**src/rtl/stage_sequencer.sv**
```systemverilog
`timescale 1ns/1ps
// stage_sequencer: multi-cycle stage controller and program counter owner
// for the 8-bit single-issue processor. Stalls MEM on the data-memory
// handshake, aborts on MEM timeout, counts retired instructions.
module stage_sequencer #(
  parameter logic [7:0] START_PC    = 8'd0,
  parameter logic [7:0] MAX_PC      = 8'd16,
  parameter int unsigned MEM_TIMEOUT = 8
) (
  input  logic       clk,
  input  logic       rst_n,
  input  logic       start,
  input  logic       halt,
  input  logic [7:0] new_pc,
  input  logic       mem_req,
  input  logic       mem_ready,
  output logic [2:0] state,
  output logic [7:0] pc,
  output logic       if_en,
  output logic       id_en,
  output logic       rr_en,
  output logic       ex_en,
  output logic       mem_en,
  output logic       wb_en,
  output logic       out_en,
  output logic       wb_sel,
  output logic       busy,
  output logic       done,
  output logic       error,
  output logic [7:0] instr_count
);

  localparam int unsigned PC_W  = 8;
  localparam int unsigned CNT_W = 8;

  typedef enum logic [2:0] {
    S_IF   = 3'd0,
    S_ID   = 3'd1,
    S_RR   = 3'd2,
    S_EX   = 3'd3,
    S_MEM  = 3'd4,
    S_WB   = 3'd5,
    S_OUT  = 3'd6,
    S_IDLE = 3'd7
  } state_t;

  state_t            state_q, state_d;
  logic [PC_W-1:0]   pc_q, pc_d;
  logic              wb_sel_q, wb_sel_d;
  logic              done_q, done_d;
  logic              error_q, error_d;
  logic              halt_pend_q, halt_pend_d;
  logic [CNT_W-1:0]  wait_cnt_q, wait_cnt_d;
  logic [CNT_W-1:0]  instr_count_q, instr_count_d;

  // State and datapath registers
  always_ff @(posedge clk or negedge rst_n) begin
    if (!rst_n) begin
      state_q       <= S_IDLE;
      pc_q          <= START_PC;
      wb_sel_q      <= 1'b0;
      done_q        <= 1'b0;
      error_q       <= 1'b0;
      halt_pend_q   <= 1'b0;
      wait_cnt_q    <= '0;
      instr_count_q <= '0;
    end else begin
      state_q       <= state_d;
      pc_q          <= pc_d;
      wb_sel_q      <= wb_sel_d;
      done_q        <= done_d;
      error_q       <= error_d;
      halt_pend_q   <= halt_pend_d;
      wait_cnt_q    <= wait_cnt_d;
      instr_count_q <= instr_count_d;
    end
  end

  // Next-state and register-update logic
  always_comb begin
    state_d       = state_q;
    pc_d          = pc_q;
    wb_sel_d      = wb_sel_q;
    done_d        = done_q;
    error_d       = error_q;
    halt_pend_d   = halt_pend_q;
    wait_cnt_d    = wait_cnt_q;
    instr_count_d = instr_count_q;

    // A halt request is remembered; the running instruction still retires.
    if (halt && (state_q != S_IDLE) && (state_q != S_OUT)) begin
      halt_pend_d = 1'b1;
    end

    unique case (state_q)
      S_IDLE: begin
        if (start) begin
          pc_d          = START_PC;
          done_d        = 1'b0;
          error_d       = 1'b0;
          instr_count_d = '0;
          halt_pend_d   = 1'b0;
          state_d       = S_IF;
        end
      end
      S_IF: state_d = S_ID;
      S_ID: state_d = S_RR;
      S_RR: state_d = S_EX;
      S_EX: begin
        wait_cnt_d = '0;
        state_d    = S_MEM;
      end
      S_MEM: begin
        // Completion beats a timeout landing on the same cycle.
        if (!mem_req || mem_ready) begin
          pc_d     = new_pc;
          wb_sel_d = mem_req;
          state_d  = S_WB;
        end else begin
          wait_cnt_d = wait_cnt_q + CNT_W'(1);
          if (wait_cnt_q == CNT_W'(MEM_TIMEOUT - 1)) begin
            error_d = 1'b1;
            done_d  = 1'b1;
            state_d = S_OUT;
          end
        end
      end
      S_WB: begin
        if (instr_count_q != {CNT_W{1'b1}}) begin
          instr_count_d = instr_count_q + CNT_W'(1);
        end
        if (halt_pend_q || (pc_q >= MAX_PC)) begin
          done_d  = 1'b1;
          state_d = S_OUT;
        end else begin
          state_d = S_IF;
        end
      end
      S_OUT: state_d = S_IDLE;
      default: state_d = S_IDLE;
    endcase
  end

  // Output mapping and one-hot stage decode
  always_comb begin
    state       = state_q;
    pc          = pc_q;
    wb_sel      = wb_sel_q;
    done        = done_q;
    error       = error_q;
    instr_count = instr_count_q;
    busy        = (state_q != S_IDLE);
    if_en       = (state_q == S_IF);
    id_en       = (state_q == S_ID);
    rr_en       = (state_q == S_RR);
    ex_en       = (state_q == S_EX);
    mem_en      = (state_q == S_MEM);
    wb_en       = (state_q == S_WB);
    out_en      = (state_q == S_OUT);
  end

endmodule

```
**config.mk**
```make
export PLATFORM = sky130hd
export DESIGN_NAME = stage_sequencer
export DESIGN_NICKNAME = d
export VERILOG_FILES = /design/src/rtl/stage_sequencer.sv
export SDC_FILE = /design/constraint.sdc
export NUM_CORES = 1
export LEC_CHECK = 0
export ABC_AREA = 1
export BUFFER_PORTS_ARGS = -buffer_cell sky130_fd_sc_hd__buf_2
export CORE_UTILIZATION = 45
export DETAILED_ROUTE_END_ITERATION = 16
export HOLD_SLACK_MARGIN = 0.08
export PLACE_DENSITY = 0.72
export SLEW_MARGIN = 20
export SYNTH_ARGS = -nofsm -noshare
export SYNTH_HDL_FRONTEND = slang
export SYNTH_SLANG_ARGS = --single-unit
```
**constraint.sdc**
```tcl
create_clock -name clk -period 1.45 [get_ports clk]
set_input_delay 0.0725 -clock clk [delete_from_list [all_inputs] [get_ports clk]]
set_output_delay 0.0725 -clock clk [all_outputs]
set_load 0.02 [all_outputs]
```
==> run metrics, run 1 <==
status=complete, no violations; cells after synthesis=between 200 and 250; Port Buf Inserts=43; core area=between 3000 and 4000 µm²; flops & latches, synth=31; clock buffer depth=2; Synth Flop Type=dfrtp_1; final setup violation count=0; post-synth top area share=roughly two fifths; post-synthesis sequential area ratio=44.8%; global placement routability congestion=0.892; Setup crit start kind=flip-flop; post-synth top area cell=dfrtp_1; Final min period=around 1.4 ns; CTS sink count=31; Area Growth Syn to Fin=45.1%; fmax=694 MHz; worst setup path category=reg -> reg; Chip Width=64.2 µm; Slew @ Worst Pin=0.353 ns; largest net degree at the start of global routing=19; Worst IR Drop VDD=1.01 mV; CTS H-tree lvls=2; Final WS setup=0.00857 ns; vias in the first global route=1,613; final setup TNS=0 ns; CTS tree=yes; final period utilization=99.4%; LEAKAGE=1.29 nW; Layout Cells excl Fill=351; Worst Hold Class=in -> reg; critical path capture point type=flip-flop; Critical path origin=state[2]; worst clock skew=0.00711 ns; Worst Path Max Fanout=7; placed cell count=roughly 320; Final Hold Fails=0; drt via density=5.01; relative max-transition margin=76.4%; final WL=4520 µm; clk slew on worst S/H paths=around 0.070 ns; Critical Path Sink=pc[0]; Critical R2R Capture=pc[0]; FP Rows=22; Synth Area per Inst=8.02 µm²; total power=4.80 mW; synth warn=0; hpwl dp=approximately 3000 µm; first-pass GRT wire length=7090 µm; CTS Buf Count=5; reg-to-reg startpoint=state[2]; count leader, synth=nand2_1; commonest cells in the netlist=60 x nand2_1, 28 x dfrtp_1, 21 x inv_1, 21 x nor2_1, 16 x nand3_1; HP Start=halt; Root Driver=clkbuf_8; IO Count=44; clk_lat worst skew=~0.28 ns; Pre-antenna DRT Iters=4; ANT nets after route=0; max-cap viol count=0; Tot GR Track Use=~23%; final slew viol count=0; Iteration-0 DRC Markers=between 70 and 80; initial antenna violation count=0; Die Span Y=64.2 µm; nets=318; ANT cells=0; worst reg-to-reg setup slack=0.009 ns; Die ar.=4120 µm²; Power Density=1900 nW/µm²; total grt overflow=0; syn_nets=between 200 and 250; Worst EP required=about 1.6 ns; DR vias=1,759; Area contributors post-synth=dfrtp_1 40%, nand2_1 13%, nand3_1 4.6%; synth unique cells=30; # DRC=0; Post-synth EDFFs=0; Worst Path Arrival=1.61 ns; Async S/R FF share, synth=100%; Initial Utilization=47.2%; RSZ-0062 raised after global routing=yes; layout cells sized above 1=39.3%; DR WL/cell=12.9 µm; Setup WS pre-CTS=0.00916 ns; Post-Syn Area=1740 µm²; cells on worst reg2reg path=5
worst min-delay path by stage:
stage,endpoint,slack (ns),cells past startpoint
floorplan,done,-0.22,0
CTS,halt_pend_q,0.08,3
global route,halt_pend_q,0.1,3
finish,halt_pend_q,0.09,3
global placement,instr_count[7],0.0006,1
detailed placement,instr_count[7],0.003,1
layout make-up:
class                      instances  area (µm²)
inverter                          25         104
timing repair buffer              80         572
clock buffer                       7        86.3
sequential                        31         782
clock inverter                     1        5.00
fill                             308        1160
multi-input combinational        159         917
tap                               48        60.1
cells by family after synthesis:
kind of cell,synth area share (%)
simple gates,34.5
compound gates,10.9
xor+xnor,1.51
buf+inv,6.83
fa+ha+maj,1.44
flops,44.8
registers in the layout (all words and copies together), names as in the netlist:
register     flops
instr_count      8
pc               8
wait_cnt_q       8
state            3
done             1
error            1
halt_pend_q      1
wb_sel           1
per-stage QoR:
step                      hold slack (ns)  utilization [%]  area (µm²)
after floorplan                    -0.223                -        1760
after global placement           0.000635             57.2        2110
after detailed placement          0.00264             57.2        2110
after CTS                          0.0806             65.1        2400
after global routing               0.0955             68.5        2530
final                              0.0874             68.5        2530
report_power, final:
group | switching (mW) | internal [mW]
logic | 1.62 | 1.14
registers | 0.198 | 1.15
clock network | 0.321 | 0.383
cells in the final DEF, fill, tap and decap left out, drive strengths merged, types with 5 or more instances in the layout:
cell type,count
nor2,27
nor3,7
inv,25
dlygate4sd3,10
dfrtp,28
o21ai,15
nand2,67
clkbuf,7
a22o,5
a21oi,9
buf,70
nand3,17
what timing repair did:
item / CTS / global route
setup buffers: 10 / 5
pin swaps: 1 / 5
hold endpoints to repair: 37 / 0
hold buffers: 10 / 0
setup endpoints to repair: 7 / 30
gates resized for setup: 8 / 24
critical path, cell delays in order, from the launching register on:
cell     delay [ns]
dfstp_2        0.58
buf_6          0.13
nand3_4        0.12
o21ai_2        0.21
nand2_4        0.10
a22o_1         0.19
routing by layer:
layer	track usage (%)	share of wire (%)
met1	29.0	44
met2	37.0	50
met3	5.54	4.6
met4	10.3	1.5
met5	0	0
No activity file was read; power rests on OpenSTA's default activity.
==> run 2, diff against run 1 <==
--- a/config.mk
+++ b/config.mk
@@ -5,12 +5,12 @@
 export SDC_FILE = /design/constraint.sdc
 export NUM_CORES = 1
 export LEC_CHECK = 0
-export ABC_AREA = 1
 export BUFFER_PORTS_ARGS = -buffer_cell sky130_fd_sc_hd__buf_2
 export CORE_UTILIZATION = 45
+export CTS_BUF_LIST = sky130_fd_sc_hd__clkbuf_16
 export DETAILED_ROUTE_END_ITERATION = 16
 export HOLD_SLACK_MARGIN = 0.08
-export PLACE_DENSITY = 0.72
+export PLACE_DENSITY = 0.71
 export SLEW_MARGIN = 20
 export SYNTH_ARGS = -nofsm -noshare
 export SYNTH_HDL_FRONTEND = slang
==> run metrics, run 2 <==
commonest cells in the netlist=28 x dfrtp_1, 22 x nor2_1, 19 x nand2_1 (was 60 x nand2_1, 28 x dfrtp_1, 21 x inv_1, 21 x nor2_1, 16 x nand3_1); relative max-transition margin=52.9% (was 76.4%); max incr delay on CP=0.56 ns (was 0.58 ns); # DRC=0 (unchanged); final WL=6200 µm (was 4520 µm); fin util=85.4% (was 68.5%); cell mode on critical path=buf_6; synth warn=0 (unchanged); drt via density=5.87 (was 5.01); worst clock skew=0.00268 ns (was 0.00711 ns); clock buffer depth=2 (unchanged); met3 Use GR=6.21% (was 5.54%); nets=297 (was 318); DR WL/cell=19.0 µm (was 12.9 µm); Worst Path Arrival=1.64 ns (was 1.61 ns); met2 GRT Util=51.8% (was 37.0%); placed cell areas=2180 µm² (was 2110 µm²); hold_ws=0.153 ns (was 0.0874 ns); worst reg-to-reg setup slack=-0.25 ns (was 0.009 ns); clk slew on worst S/H paths=0.05 ns (was 0.07 ns); Synth Area per Inst=9.25 µm² (was 8.02 µm²); Flop pwr share=23.5% (was 28.0%); first-pass GRT wire length=8220 µm (was 7090 µm); CTS H-tree lvls=2 (unchanged); critical path capture point type=output pin (was flip-flop); WHS Path Cells=4 (was 3); ANT cells=0 (unchanged); share of power burned in the clock network=17.0% (was 14.7%); Final Hold Fails=0 (unchanged); Slew @ Worst Pin=0.705 ns (was 0.353 ns); total grt overflow=0 (unchanged); Root Driver=clkbuf_16 (was clkbuf_8); Port Buf Inserts=43 (unchanged); layout cells sized above 1=52.9% (was 39.3%); Final WS setup=-0.264 ns (was 0.00857 ns); Worst path top cell family by delay=flip-flops (unchanged); hpwl dp=3120 µm (was 3030 µm); cells on worst reg2reg path=7 (was 5); total power=5.73 mW (was 4.80 mW); most frequent cells in the layout=39 x buf_4, 35 x buf_2, 26 x dfrtp_1 (was 56 x nand2_1, 37 x buf_2, 26 x dfrtp_1); fmax=583 MHz (was 694 MHz); largest net degree at the start of global routing=32 (was 19); count leader, synth=dfrtp_1 (was nand2_1); status=complete, but fails checks (was complete, no violations); Pre-antenna DRT Iters=4 (unchanged); clk_lat worst skew=0.28 ns (about the same); WHS Endpoint=state[0] (was halt_pend_q); Logic pwr share=59.6% (was 57.4%); design area=2900 µm² (was 2530 µm²); worst-path cell chain=or3b_4 -> buf_6 -> clkinv_8 -> buf_6 -> buf_6 (was buf_6 -> nand3_4 -> o21ai_2 -> nand2_4 -> a22o_1); Final min period=1.71 ns (was 1.44 ns); initial antenna violation count=0 (unchanged); post-synth top area share=43.5% (was 40.3%); CP bufs+invs=4 (was 1); FP Rows=21 (was 22); flops & latches, synth=31 (unchanged); GRT busiest layer=met2 (unchanged); post-synthesis sequential area ratio=48.4% (was 44.8%); cells after synthesis=174 (was 217); Iteration-0 DRC Markers=116 (was 79); ANT nets after route=0 (unchanged); RSZ-0062 raised after global routing=yes (unchanged); vias in the first global route=1,760 (was 1,613); final slew viol count=0 (unchanged); reg-to-reg startpoint=state[2] (unchanged); highest-delay cell along the critical path=dfstp_2 (unchanged); Critical R2R Capture=error (was pc[0]); final setup violation count=34 (was 0); placed cell count=287 (was 318); post-synth top area cell=dfrtp_1 (unchanged); Post-synth EDFFs=0 (unchanged); Area Growth Syn to Fin=79.9% (was 45.1%); CTS sink count=31 (unchanged); core area=3390 µm² (was 3690 µm²); LEAKAGE=1.40 nW (was 1.29 nW); Tot GR Track Use=30.9% (was 22.9%); Die Span Y=61.8 µm (was 64.2 µm); Async S/R FF share, synth=100% (unchanged); Die ar.=3820 µm² (was 4120 µm²); Synth Flop Type=dfrtp_1 (unchanged); Power Density=1980 nW/µm² (was 1900 nW/µm²); Setup WS pre-CTS=-0.139 ns (was 0.00916 ns); Initial Utilization=47.5% (was 47.2%); most common cell after layout, fill and taps aside=buf_4 (was nand2_1); Setup crit start kind=flip-flop (unchanged); CTS Buf Count=5 (unchanged); IO Count=44 (unchanged); Worst Hold Class=in -> reg (unchanged); Chip Width=61.8 µm (was 64.2 µm); CTS tree=yes (unchanged); Area contributors post-synth=dfrtp_1 44%, nor2_1 5.1%, dfstp_2 4.9% (was dfrtp_1 40%, nand2_1 13%, nand3_1 4.6%); worst setup path category=reg -> out (was reg -> reg); synth unique cells=39 (was 30); failing checks=setup timing; Sw Pwr=2.40 mW (was 2.13 mW); Post-Syn Area=1610 µm² (was 1740 µm²); syn_nets=190 (was 233); Worst Path Max Fanout=3 (was 7); Worst IR Drop VDD=1.38 mV (was 1.01 mV); switching share of power=41.9% (was 44.4%); Worst EP required=1.38 ns (was 1.62 ns); met1 global-route usage=36.9% (was 29.0%); Int Pwr=3.33 mW (was 2.67 mW); max-cap viol count=0 (unchanged); final setup TNS=-5.15 ns (was 0 ns); Layout Cells excl Fill=326 (was 351); final period utilization=118% (was 99.4%); HP Start=start (was halt); DR vias=1,912 (was 1,759); global placement routability congestion=0.832 (was 0.892)
==> run 2: changes by cell type after synthesis, moves of 4 or more <==
cell	delta
nand2_1	-41
nand3_1	-6
o21ai_0	+6
inv_1	-14
nor2_2	-4
o21ai_1	-6
==> run 2: logic make-up (layout without fill, tap and decap cells) <==
| family | count (synthesis) | in the layout | share of synthesized area (%) |
|---|---|---|---|
| XOR/XNOR | 6 | 6 | 3.27 |
| AND/OR/NAND/NOR | 79 | 79 | 24.6 |
| flip-flops | 31 | 31 | 48.4 |
| adder cells (fa/ha/maj) | 2 | 2 | 1.55 |
| buffers and inverters | 15 | 121 | 4.43 |
| AO/OA/AOI/OAI | 38 | 38 | 15.9 |
| multiplexers | 3 | 3 | 1.87 |
==> run 2: worst min-delay path: stages <==
cell and delay, ns:
buf_2 0.13, o21ai_0 0.08, nand2_1 0.08, o21ai_1 0.06
==> run 2: area by class of cell <==
cell class	count	area, µm²
Multi-Input combinational cell	128	1040
Clock inverter	1	3.75
Timing Repair Buffer	107	837
Clock buffer	5	125
Sequential cell	31	782
Inverter	8	47.5
Tap cell	46	57.6
Fill cell	150	494
==> run 2: layer usage <==
metal  vias up  routed length (µm)
li1        839                   -
met1       924                2500
met2       132                3010
met3        17                 558
met4         0                 131
met5         -                   0
==> run 2: what timing repair did <==
action,CTS,global route
pin swaps,16,16
hold buffers,12,0
gates resized for setup,43,37
endpoints found under the hold margin,38,0
setup buffers,10,12
setup endpoints to repair,35,38
==> run 2: worst max-delay path by stage <==
stage,startpoint,end,slack [ns],depth (start not counted)
after floorplan,state[2],wait_cnt_q[2],-0.14,6
after global placement,state[2],pc[7],-0.07,6
after detailed placement,state[2],pc[2],-0.14,6
after CTS,state[2],mem_en,-0.20,5
after global routing,state[2],error,-0.30,7
final,state[2],mem_en,-0.26,5
==> run 2: power by group through the flow <==
| stage | registers (mW) | logic, mW | clock network [mW] |
|---|---|---|---|
| after detailed placement | 1.33 | 2.23 | 0 |
| after global placement | 1.32 | 2.16 | 0 |
| after floorplan | 1.51 | 1.20 | 0 |
| after CTS | 1.32 | 2.78 | 0.960 |
| final | 1.34 | 3.41 | 0.972 |
| after global routing | 1.37 | 3.61 | 1.00 |
==> run 3, diff against run 2 <==
--- a/config.mk
+++ b/config.mk
@@ -6,11 +6,13 @@
 export NUM_CORES = 1
 export LEC_CHECK = 0
 export BUFFER_PORTS_ARGS = -buffer_cell sky130_fd_sc_hd__buf_2
+export CORE_MARGIN = 2
 export CORE_UTILIZATION = 45
 export CTS_BUF_LIST = sky130_fd_sc_hd__clkbuf_16
 export DETAILED_ROUTE_END_ITERATION = 16
 export HOLD_SLACK_MARGIN = 0.08
 export PLACE_DENSITY = 0.71
+export RECOVER_POWER = 50
 export SLEW_MARGIN = 20
 export SYNTH_ARGS = -nofsm -noshare
 export SYNTH_HDL_FRONTEND = slang
==> run metrics, run 3 (synthesized netlist as in run 2, its figures left out) <==
LEAKAGE=1.38 nW (was 1.40 nW); global placement routability congestion=0.898 (was 0.832); Final WS setup=-0.265 ns (was -0.264 ns); Tot GR Track Use=29.4% (was 30.9%); Worst Path Arrival=1.90 ns (was 1.64 ns); worst clock skew=0.00441 ns (was 0.00268 ns); FP Rows=21 (unchanged); initial antenna violation count=0 (unchanged); # fillers=141 (was 150); CTS sink count=31 (unchanged); final slew viol count=0 (unchanged); Worst Hold Class=in -> reg (unchanged); vias in the first global route=1,819 (was 1,760); CTS H-tree lvls=2 (unchanged); most common cell after layout, fill and taps aside=buf_4 (unchanged); CTS Buf Count=5 (unchanged); clock buffer depth=2 (unchanged); core area=3390 µm² (unchanged); fmax=583 MHz (about the same); Final min period=1.72 ns (was 1.71 ns); Die ar.=4070 µm² (was 3820 µm²); DR WL/cell=20.2 µm (was 19.0 µm); nets=299 (was 297); total power=5.97 mW (was 5.73 mW); Initial Utilization=47.5% (unchanged); Slew @ Worst Pin=0.969 ns (was 0.705 ns); Pre-antenna DRT Iters=6 (was 4); Iteration-0 DRC Markers=171 (was 116); ANT cells=0 (unchanged); met1 global-route usage=35.8% (was 36.9%); placed cell count=287 (unchanged); first-pass GRT wire length=9130 µm (was 8220 µm); Area Growth Syn to Fin=85.1% (was 79.9%); failing checks=setup timing (unchanged); reg-to-reg startpoint=state[2] (unchanged); worst setup path category=reg -> reg (was reg -> out); worst reg-to-reg setup slack=-0.27 ns (was -0.25 ns); IO Count=44 (unchanged); GRT busiest layer=met2 (unchanged); DR vias=1,964 (was 1,912); final WL=6670 µm (was 6200 µm); clk_lat worst skew=0.28 ns (about the same); Power Density=2000 nW/µm² (was 1980 nW/µm²); ANT nets after route=0 (unchanged); CTS tree=yes (unchanged); HP Start=mem_req (was start); met3 Use GR=6.69% (was 6.21%); hpwl dp=3190 µm (was 3120 µm); largest net degree at the start of global routing=32 (unchanged); drt via density=5.95 (was 5.87); met2 GRT Util=51.0% (was 51.8%); clk slew on worst S/H paths=0.05 ns (about the same); final setup TNS=-4.36 ns (was -5.15 ns); Worst IR Drop VDD=1.16 mV (was 1.38 mV); max-cap viol count=0 (unchanged); relative max-transition margin=35.3% (was 52.9%); layout cells sized above 1=51.4% (was 52.9%); final setup violation count=34 (unchanged); final period utilization=118% (about the same); Critical path origin=state[2] (unchanged); Worst Path Max Fanout=3 (unchanged); Port Buf Inserts=43 (unchanged); Setup crit start kind=flip-flop (unchanged); Die Span Y=63.8 µm (was 61.8 µm); RSZ-0062 raised after global routing=yes (unchanged); most frequent cells in the layout=37 x buf_4, 26 x dfrtp_1, 26 x buf_6 (was 39 x buf_4, 35 x buf_2, 26 x dfrtp_1); total grt overflow=0 (unchanged); Chip Width=63.8 µm (was 61.8 µm); Worst EP required=1.64 ns (was 1.38 ns); status=complete, but fails checks (unchanged); Root Driver=clkbuf_16 (unchanged); # DRC=0 (unchanged); critical path capture point type=flip-flop (was output pin); Layout Cells excl Fill=330 (was 326); Final Hold Fails=0 (unchanged)
## run 3: final cells by class
class / instances / area, µm² / share of cell area [%]
inverter: 8 / 45.0 / 1.51
sequential: 31 / 782 / 26.3
clock inverter: 3 / 16.3 / 0.546
multi-input combinational: 128 / 1100 / 36.9
clock buffer: 5 / 125 / 4.20
timing repair buffer: 109 / 852 / 28.6
tap: 46 / 57.6 / 1.93
## run 3: repair_timing
item,in CTS,in global routing
hold buffers,10,0
setup endpoints to repair,34,40
cloned,0,0
pin swaps,14,14
gates resized for setup,60,36
buffers inserted,15,13
hold endpoints to repair,37,0
## run 3: report_power, final
part	leakage, nW	switching (mW)	internal (mW)	total, mW
logic	0.913	1.92	1.69	3.61
registers	0.394	0.226	1.13	1.36
clock network	0.0710	0.372	0.625	0.997
total	1.38	2.52	3.45	5.97
## run 3: routing by layer
| metal | routed length, µm | vias up |
|---|---|---|
| met5 | 0 | - |
| li1 | - | 847 |
| met2 | 3360 | 143 |
| met4 | 300 | 0 |
| met1 | 2500 | 943 |
| met3 | 521 | 31 |
## run 3: per-stage QoR
step	setup WS [ns]	hold WS, ns	util (%)	instance area [µm²]
2_1_floorplan	-0.139	-0.223	-	1730
3_3_place_gp	-0.0872	0.141	64.2	2180
3_5_place_dp	-0.169	0.153	64.2	2180
4_1_cts	-0.197	0.0832	81.8	2770
5_1_grt	-0.333	0.103	87.9	2980
6_report	-0.265	0.102	87.9	2980
## run 3: worst max-delay path: stages (launching register included)
cell	delay, ns
dfstp_2	0.54
buf_6	0.10
nand4b_1	0.24
or3_4	0.49
o311a_1	0.14
o21ai_1	0.11
## run 3: path summary, 6_finish.rpt
check | to | cells past startpoint
max | instr_count[7] | 5
min | wb_sel | 3
max reg2reg | instr_count[7] | 5
min reg2reg | pc[1] | 1
max in group asynchronous | instr_count[2] | 2
min in group asynchronous | wait_cnt_q[6] | 2
